--- config.mk ---
export PLATFORM = sky130hd
export DESIGN_NAME = lcd_bus_sequencer_flat
export DESIGN_NICKNAME = d
export VERILOG_FILES = /design/src/rtl/lcd_bus_sequencer_if.sv /design/src/rtl/lcd_bus_sequencer.sv /design/src/flat_wrapper.sv
export SDC_FILE = /design/constraint.sdc
export NUM_CORES = 1
export LEC_CHECK = 0
export BUFFER_PORTS_ARGS = -buffer_cell sky130_fd_sc_hd__buf_2
export CORE_MARGIN = 5
export CORE_UTILIZATION = 25
export CTS_BUF_LIST = sky130_fd_sc_hd__clkbuf_8
export CTS_CLUSTER_SIZE = 14
export DETAILED_ROUTE_END_ITERATION = 16
export GPL_TIMING_DRIVEN = 1
export PLACE_DENSITY = 0.43
export SETUP_SLACK_MARGIN = 0.2
export SLEW_MARGIN = 20
export SYNTH_ARGS = -nofsm -noshare
export SYNTH_HDL_FRONTEND = slang
export SYNTH_SLANG_ARGS = --single-unit
--- constraint.sdc ---
create_clock -name Clk -period 2.9 [get_ports Clk]
set_clock_uncertainty 0.1 [all_clocks]
set_input_delay 0.87 -clock Clk [delete_from_list [all_inputs] [get_ports Clk]]
set_output_delay 0.87 -clock Clk [all_outputs]
set_load 0.005 [all_outputs]
--- src/rtl/lcd_bus_sequencer_if.sv ---
// ---------------------------------------------------------------------------
// lcd_bus_sequencer_if
// Client write handshake between a character/command source and the LCD bus
// sequencer.
//   WrReq   client -> seq  write request, level, held until WrAck
//   WrRS    client -> seq  register select for the byte (0 command, 1 data)
//   WrDato  client -> seq  byte to write
//   WrAck   seq -> client  one-cycle pulse, transfer and its wait time done
//   Busy    seq -> client  sequencer is not idle
// ---------------------------------------------------------------------------
interface lcd_bus_sequencer_if;
  logic       WrReq;
  logic       WrRS;
  logic [7:0] WrDato;
  logic       WrAck;
  logic       Busy;

  modport master (
    output WrReq,
    output WrRS,
    output WrDato,
    input  WrAck,
    input  Busy
  );

  modport slave (
    input  WrReq,
    input  WrRS,
    input  WrDato,
    output WrAck,
    output Busy
  );
endinterface

--- src/rtl/lcd_bus_sequencer.sv ---
// ---------------------------------------------------------------------------
// lcd_bus_sequencer
// Owns the 8-bit HD44780 LCD bus. After power-up it waits, starts the init
// FSM with a Comenzar pulse, then times every init command and returns a
// Cuenta pulse per command. Once DoneInit is high it serves writes from a
// single client over a req/ack handshake.
//
// Ports
//   Clk        in   system clock, all logic on the rising edge
//   Reset      in   synchronous, active-high
//   Init       in   init FSM has a command pending
//   DatoInit   in   init command byte
//   DoneInit   in   init sequence complete
//   Comenzar   out  one-cycle pulse that starts the init FSM
//   Cuenta     out  one-cycle pulse: current init command finished
//   wr         slave side of the client write handshake
//   LCD_E      out  LCD enable strobe
//   LCD_RS     out  LCD register select
//   LCD_RW     out  tied low, the bus is write-only
//   LCD_DB     out  LCD data bus
// ---------------------------------------------------------------------------
module lcd_bus_sequencer #(
  parameter int CNT_W     = 20,
  parameter int PWRUP_CYC = 750000,
  parameter int SETUP_CYC = 2,
  parameter int EHIGH_CYC = 12,
  parameter int CMD_CYC   = 2000,
  parameter int CLR_CYC   = 82000
) (
  input  logic                Clk,
  input  logic                Reset,
  input  logic                Init,
  input  logic [7:0]          DatoInit,
  input  logic                DoneInit,
  output logic                Comenzar,
  output logic                Cuenta,
  lcd_bus_sequencer_if.slave  wr,
  output logic                LCD_E,
  output logic                LCD_RS,
  output logic                LCD_RW,
  output logic [7:0]          LCD_DB
);

  // Every timed state loads CYC-1 on entry and leaves when the counter is 0,
  // so it lasts exactly CYC cycles.
  localparam logic [CNT_W-1:0] PWRUP_LD = CNT_W'(PWRUP_CYC - 1);
  localparam logic [CNT_W-1:0] SETUP_LD = CNT_W'(SETUP_CYC - 1);
  localparam logic [CNT_W-1:0] EHIGH_LD = CNT_W'(EHIGH_CYC - 1);
  localparam logic [CNT_W-1:0] CMD_LD   = CNT_W'(CMD_CYC - 1);
  localparam logic [CNT_W-1:0] CLR_LD   = CNT_W'(CLR_CYC - 1);
  localparam logic [CNT_W-1:0] CNT_ONE  = CNT_W'(1);
  localparam logic [CNT_W-1:0] CNT_ZERO = CNT_W'(0);

  typedef enum logic [2:0] {
    PWRUP = 3'd0,
    START = 3'd1,
    IDLE  = 3'd2,
    SETUP = 3'd3,
    EHIGH = 3'd4,
    WAIT  = 3'd5,
    DONE  = 3'd6,
    GAP   = 3'd7
  } state_t;

  typedef enum logic {
    OWN_INIT   = 1'b0,
    OWN_CLIENT = 1'b1
  } owner_t;

  state_t           state;
  owner_t           owner;
  logic [CNT_W-1:0] counter;
  // Reset leaves the counter at 0, so the first power-up cycle only loads it.
  logic             pwrup_armed;

  // Clear (0x01) and Return Home (0x02/0x03) need the long execution time.
  function automatic logic is_slow_cmd(input logic rs, input logic [7:0] db);
    return (rs == 1'b0) && (db[7:2] == 6'd0) && (db[1:0] != 2'd0);
  endfunction

  assign LCD_RW = 1'b0;

  // Bus sequencing FSM with registered outputs.
  always_ff @(posedge Clk) begin
    if (Reset) begin
      state       <= PWRUP;
      owner       <= OWN_INIT;
      counter     <= CNT_ZERO;
      pwrup_armed <= 1'b0;
      Comenzar    <= 1'b0;
      Cuenta      <= 1'b0;
      wr.WrAck    <= 1'b0;
      wr.Busy     <= 1'b1;
      LCD_E       <= 1'b0;
      LCD_RS      <= 1'b0;
      LCD_DB      <= 8'h00;
    end else begin
      // Pulses are high only in the cycle right after they are set.
      Comenzar <= 1'b0;
      Cuenta   <= 1'b0;
      wr.WrAck <= 1'b0;

      case (state)
        PWRUP: begin
          if (!pwrup_armed) begin
            counter     <= PWRUP_LD;
            pwrup_armed <= 1'b1;
          end else if (counter == CNT_ZERO) begin
            state    <= START;
            Comenzar <= 1'b1;
          end else begin
            counter <= counter - CNT_ONE;
          end
        end

        START: begin
          state <= GAP;
        end

        IDLE: begin
          // Init has priority; a client request before DoneInit just waits.
          if (Init && !DoneInit) begin
            owner   <= OWN_INIT;
            LCD_RS  <= 1'b0;
            LCD_DB  <= DatoInit;
            counter <= SETUP_LD;
            wr.Busy <= 1'b1;
            state   <= SETUP;
          end else if (DoneInit && wr.WrReq) begin
            owner   <= OWN_CLIENT;
            LCD_RS  <= wr.WrRS;
            LCD_DB  <= wr.WrDato;
            counter <= SETUP_LD;
            wr.Busy <= 1'b1;
            state   <= SETUP;
          end else begin
            state <= IDLE;
          end
        end

        SETUP: begin
          if (counter == CNT_ZERO) begin
            LCD_E   <= 1'b1;
            counter <= EHIGH_LD;
            state   <= EHIGH;
          end else begin
            counter <= counter - CNT_ONE;
          end
        end

        EHIGH: begin
          if (counter == CNT_ZERO) begin
            LCD_E   <= 1'b0;
            counter <= is_slow_cmd(LCD_RS, LCD_DB) ? CLR_LD : CMD_LD;
            state   <= WAIT;
          end else begin
            counter <= counter - CNT_ONE;
          end
        end

        WAIT: begin
          if (counter == CNT_ZERO) begin
            if (owner == OWN_CLIENT) begin
              wr.WrAck <= 1'b1;
            end else begin
              Cuenta <= 1'b1;
            end
            state <= DONE;
          end else begin
            counter <= counter - CNT_ONE;
          end
        end

        DONE: begin
          state <= GAP;
        end

        // One spare cycle so the init FSM has moved on before the next grant.
        GAP: begin
          wr.Busy <= 1'b0;
          state   <= IDLE;
        end

        default: begin
          state       <= PWRUP;
          counter     <= CNT_ZERO;
          pwrup_armed <= 1'b0;
          LCD_E       <= 1'b0;
          wr.Busy     <= 1'b1;
        end
      endcase
    end
  end

endmodule

--- src/flat_wrapper.sv ---
// flat-port wrapper written by rule: the top's interface ports become plain ports
module lcd_bus_sequencer_flat 
#(
  parameter int CNT_W     = 20,
  parameter int PWRUP_CYC = 750000,
  parameter int SETUP_CYC = 2,
  parameter int EHIGH_CYC = 12,
  parameter int CMD_CYC   = 2000,
  parameter int CLR_CYC   = 82000
)
  (Clk, Reset, Init, DatoInit, DoneInit, Comenzar, Cuenta, LCD_E, LCD_RS, LCD_RW, LCD_DB, wr_WrReq, wr_WrRS, wr_WrDato, wr_WrAck, wr_Busy);
  lcd_bus_sequencer_if wr_i ();
  input  logic Clk;
  input  logic Reset;
  input  logic Init;
  input  logic [7:0] DatoInit;
  input  logic DoneInit;
  output logic Comenzar;
  output logic Cuenta;
  output logic LCD_E;
  output logic LCD_RS;
  output logic LCD_RW;
  output logic [7:0] LCD_DB;
  input wire logic [$bits(wr_i.WrReq)-1:0] wr_WrReq;
  input wire logic [$bits(wr_i.WrRS)-1:0] wr_WrRS;
  input wire logic [$bits(wr_i.WrDato)-1:0] wr_WrDato;
  output wire logic [$bits(wr_i.WrAck)-1:0] wr_WrAck;
  output wire logic [$bits(wr_i.Busy)-1:0] wr_Busy;
  assign wr_i.WrReq = wr_WrReq;
  assign wr_i.WrRS = wr_WrRS;
  assign wr_i.WrDato = wr_WrDato;
  assign wr_WrAck = wr_i.WrAck;
  assign wr_Busy = wr_i.Busy;
  lcd_bus_sequencer #(.CNT_W(CNT_W), .PWRUP_CYC(PWRUP_CYC), .SETUP_CYC(SETUP_CYC), .EHIGH_CYC(EHIGH_CYC), .CMD_CYC(CMD_CYC), .CLR_CYC(CLR_CYC)) u_core (.Clk(Clk), .Reset(Reset), .Init(Init), .DatoInit(DatoInit), .DoneInit(DoneInit), .Comenzar(Comenzar), .Cuenta(Cuenta), .wr(wr_i), .LCD_E(LCD_E), .LCD_RS(LCD_RS), .LCD_RW(LCD_RW), .LCD_DB(LCD_DB));
endmodule
==> flow_summary_export.csv <==
group,metric,value,unit
clocking,htreeDepth,2,
clocking,clock-sinks,39,
clocking,clock_latency,0.29,ns
sta,timing.final.max_slew_violations,0,
clocking,tritoncts,"built",
worst_setup_path,critical_path_class,"flop to flop",
pwr,irDropWorstVdd,182.0,uV
clocking,clockRootBuffer,"clkbuf_8",
clocking,clkTransAtPathRegs,0.09,ns
placement,port_buffers,35,
worst_setup_path,path_max_fanout,16,
routing,drt_iter0_drc,200,
run_status,status,"completed",
synth,synth_cell_type_count,66,
routing,drc,0,
floorplanning,die_w,108.1,um
sta,worst_slew_pin_slew,0.8657,ns
worst_setup_path,critPathArrivalTime,2.64,ns
final_layout,diodes,0,
routing,totalWireLength,7407,um
floorplanning,pin_count,37,
grt,grt_max_degree,30,
synth,syn_area,2405,um^2
final_layout,drive_gt1_share,23.30,%
final_layout,layout_common_cells,"42 x nor2_1, 38 x dfxtp_1, 35 x buf_2",
placement,dp.cells,458,
run,max_cap_viol_count,0,
worst_hold_path,hold_class,"flop to flop",
worst_setup_path,critPathLaunchType,"flop",
sta,max-slew-margin-rel,41.84,%
sta,fin_crit_sh,87.70,%
synth,syn_area_per_cell,8.043,um^2
placement,post-dp-hpwl,5491,um
synth,async_reset_ff_share,0,%
floorplanning,die_h,108.1,um
sta,max_freq,0.3932,GHz
synth,synth_flop_cell,"dfxtp_1",
routing,drt_pass1_iterations,5,
synth,synth_nets,324,
sta,whs,0.3459,ns
grt,met1_usage,18.21,%
clocking,numCtsBuffers,5,
worst_setup_path,cp_cell_sequence,"inv_1 -> ha_1 -> nor4b_4 -> nand3_4 -> nor2_8 -> inv_4 -> buf_4 -> o21ai_0 -> o21ai_0 -> o211a_1",
grt,grtUsageMet2,19.89,%
synth,synth_cells,299,
synth,synth-seq-cells,39,
placement,pre_cts_ws,0.03447,ns
routing,via_per_inst,5.220,
grt,antenna_found_initial,0,
worst_setup_path,slowest_delay,0.46,ns
worst_setup_path,endpoint_kind,"flop",
floorplanning,num_rows,35,
routing,avgRoutedWirePerCell,15.83,um
grt,grt-ovfl-total,0,
sta,period_minus_slack,2.543,ns
sta,hold_violations,0,
worst_setup_path,cp_slowest_cell,"o21ai_0",
synth,ys_warn_count,0,
grt,grt_usage,12.81,%
grt,met3_usage,3.164,%
sta,finalSetupViolCount,0,
sta,setup_tns,0,ns
synth,seq_area_frac_synth,32.47,%
worst_setup_path,crit_path_frequent_cell,"o21ai_0",
pwr,p_per_area,425.5,nW/um^2
final_layout,final_common_cell,"nor2_1",
worst_setup_path,required,2.99,ns
floorplanning,die_area,11680,um^2
clocking,cts_hold_buf,0,
synth,synth-edff-count,0,
worst_setup_path,rrSetupSlack,0.36,ns
grt,grt_pass1_vias,2332,
sta,rsz0062_at_grt,"no",
clocking,clk_path_buf_depth,2,
grt,busiest_layer,"met2",
placement,place.gp.congestion,0.8329,
final_layout,nNetsFinal,363,
final_layout,synthToLayoutAreaGrowth,19.67,%
routing,vias,2443,
grt,grt_pass1_wl,12070,um
floorplanning,start_util,25.78,%
final_layout,final_cells,468,
pwr,cellLeakagePower,0.001113,uW
floorplanning,core_area,9328,um^2
routing,drtAntennaViolNets,0,
sta,setup_ws,0.3568,ns
what timing repair did:
| action | in CTS | in global routing |
|---|---|---|
| gates resized for setup | 1 | 2 |
| pin swaps | 1 | 1 |
| setup buffers | 1 | 1 |
| hold endpoints to repair | 0 | 0 |
| endpoints found under the setup margin | 7 | 2 |
critical path: cells and delay by family, from the launching register on:
kind / cells / cell delay (ns)
flip-flops: 1 / 0.37
AND/OR/NAND/NOR: 3 / 0.68
AO/OA/AOI/OAI: 3 / 0.78
buffers and inverters: 3 / 0.31
adder cells (fa/ha/maj): 1 / 0.19
path summary, 6_finish.rpt:
path,from,endpoint,cells after the start
hold / removal,u_core.wr.Busy,u_core.wr.Busy,2
setup reg to reg,u_core.counter[0],u_core.counter[8],10
setup / recovery,u_core.counter[0],u_core.counter[8],10
hold reg to reg,u_core.wr.Busy,u_core.wr.Busy,2
flip-flops by register name, summed over array words and instances, names as in the netlist:
| signal | cells |
|---|---|
| u_core.LCD_RS | 1 |
| u_core.state | 3 |
| u_core.LCD_E | 1 |
| u_core.pwrup_armed | 1 |
| u_core.owner | 1 |
| u_core.Cuenta | 1 |
| u_core.counter | 20 |
| u_core.wr.WrAck | 1 |
| u_core.Comenzar | 1 |
| u_core.LCD_DB | 8 |
| u_core.wr.Busy | 1 |
logic make-up (layout without fill, tap and decap cells):
kind of cell | count (synthesis) | after routing | share of synthesized area (%)
other | 1 | 1 | 0.1559
adders and majority gates | 4 | 4 | 1.977
xor gates and xnor gates | 8 | 8 | 2.913
and+or+nand+nor | 121 | 121 | 27.21
muxes | 9 | 9 | 3.746
buffers and inverters | 29 | 69 | 5.723
AOI/OAI and AO/OA | 88 | 88 | 25.81
DFF | 39 | 39 | 32.47
area by class of cell:
class	count	area [um^2]
inverter	7	28.78
sequential	39	782.0
clock inverter	3	16.27
timing repair buffer	54	317.8
tap	129	161.4
fill	988	6450
multi-input combinational	231	1503
clock buffer	5	68.82
cells in the mapped netlist (3+ instances only):
library cell | n | area share [%]
a211oi_1 | 12 | 3.7
a21oi_1 | 19 | 4.0
a311oi_1 | 6 | 2.2
buf_2 | 9 | 1.9
clkbuf_1 | 9 | 1.4
dfxtp_1 | 39 | 32
ha_1 | 3 | 1.6
inv_1 | 6 | 0.94
mux2i_1 | 9 | 3.7
nand2_1 | 20 | 3.1
nand3_1 | 5 | 1.0
nor2_1 | 42 | 6.6
nor2b_1 | 4 | 1.0
nor3_1 | 16 | 3.3
nor4_1 | 10 | 2.6
o21ai_0 | 17 | 3.5
o31ai_1 | 5 | 1.6
xnor2_1 | 4 | 1.5
xor2_1 | 4 | 1.5
report_power, final:
part | switching (uW) | internal (uW) | leakage (uW)
sequential | 38.7 | 561 | 0.000319
combinational | 140 | 110 | 0.000749
clock | 210 | 165 | 0.0000453
per-stage QoR:
stage | total power [uW] | instance area [um^2] | utilization [%]
finish | 1225 | 2878 | 30.85
global route | 1287 | 2878 | 30.85
CTS | 1229 | 2861 | 30.68
detailed placement | 852.0 | 2760 | 29.59
global placement | 856.0 | 2760 | 29.59
floorplan | 777.0 | 2405 | -
metal layers:
| layer | wire, um | part of all wire, % |
|---|---|---|
| met5 | 0 | 0 |
| met4 | 77 | 1.0 |
| met3 | 614 | 8.3 |
| met2 | 3161 | 43 |
| met1 | 3553 | 48 |
No activity file was read; power rests on OpenSTA's default activity.
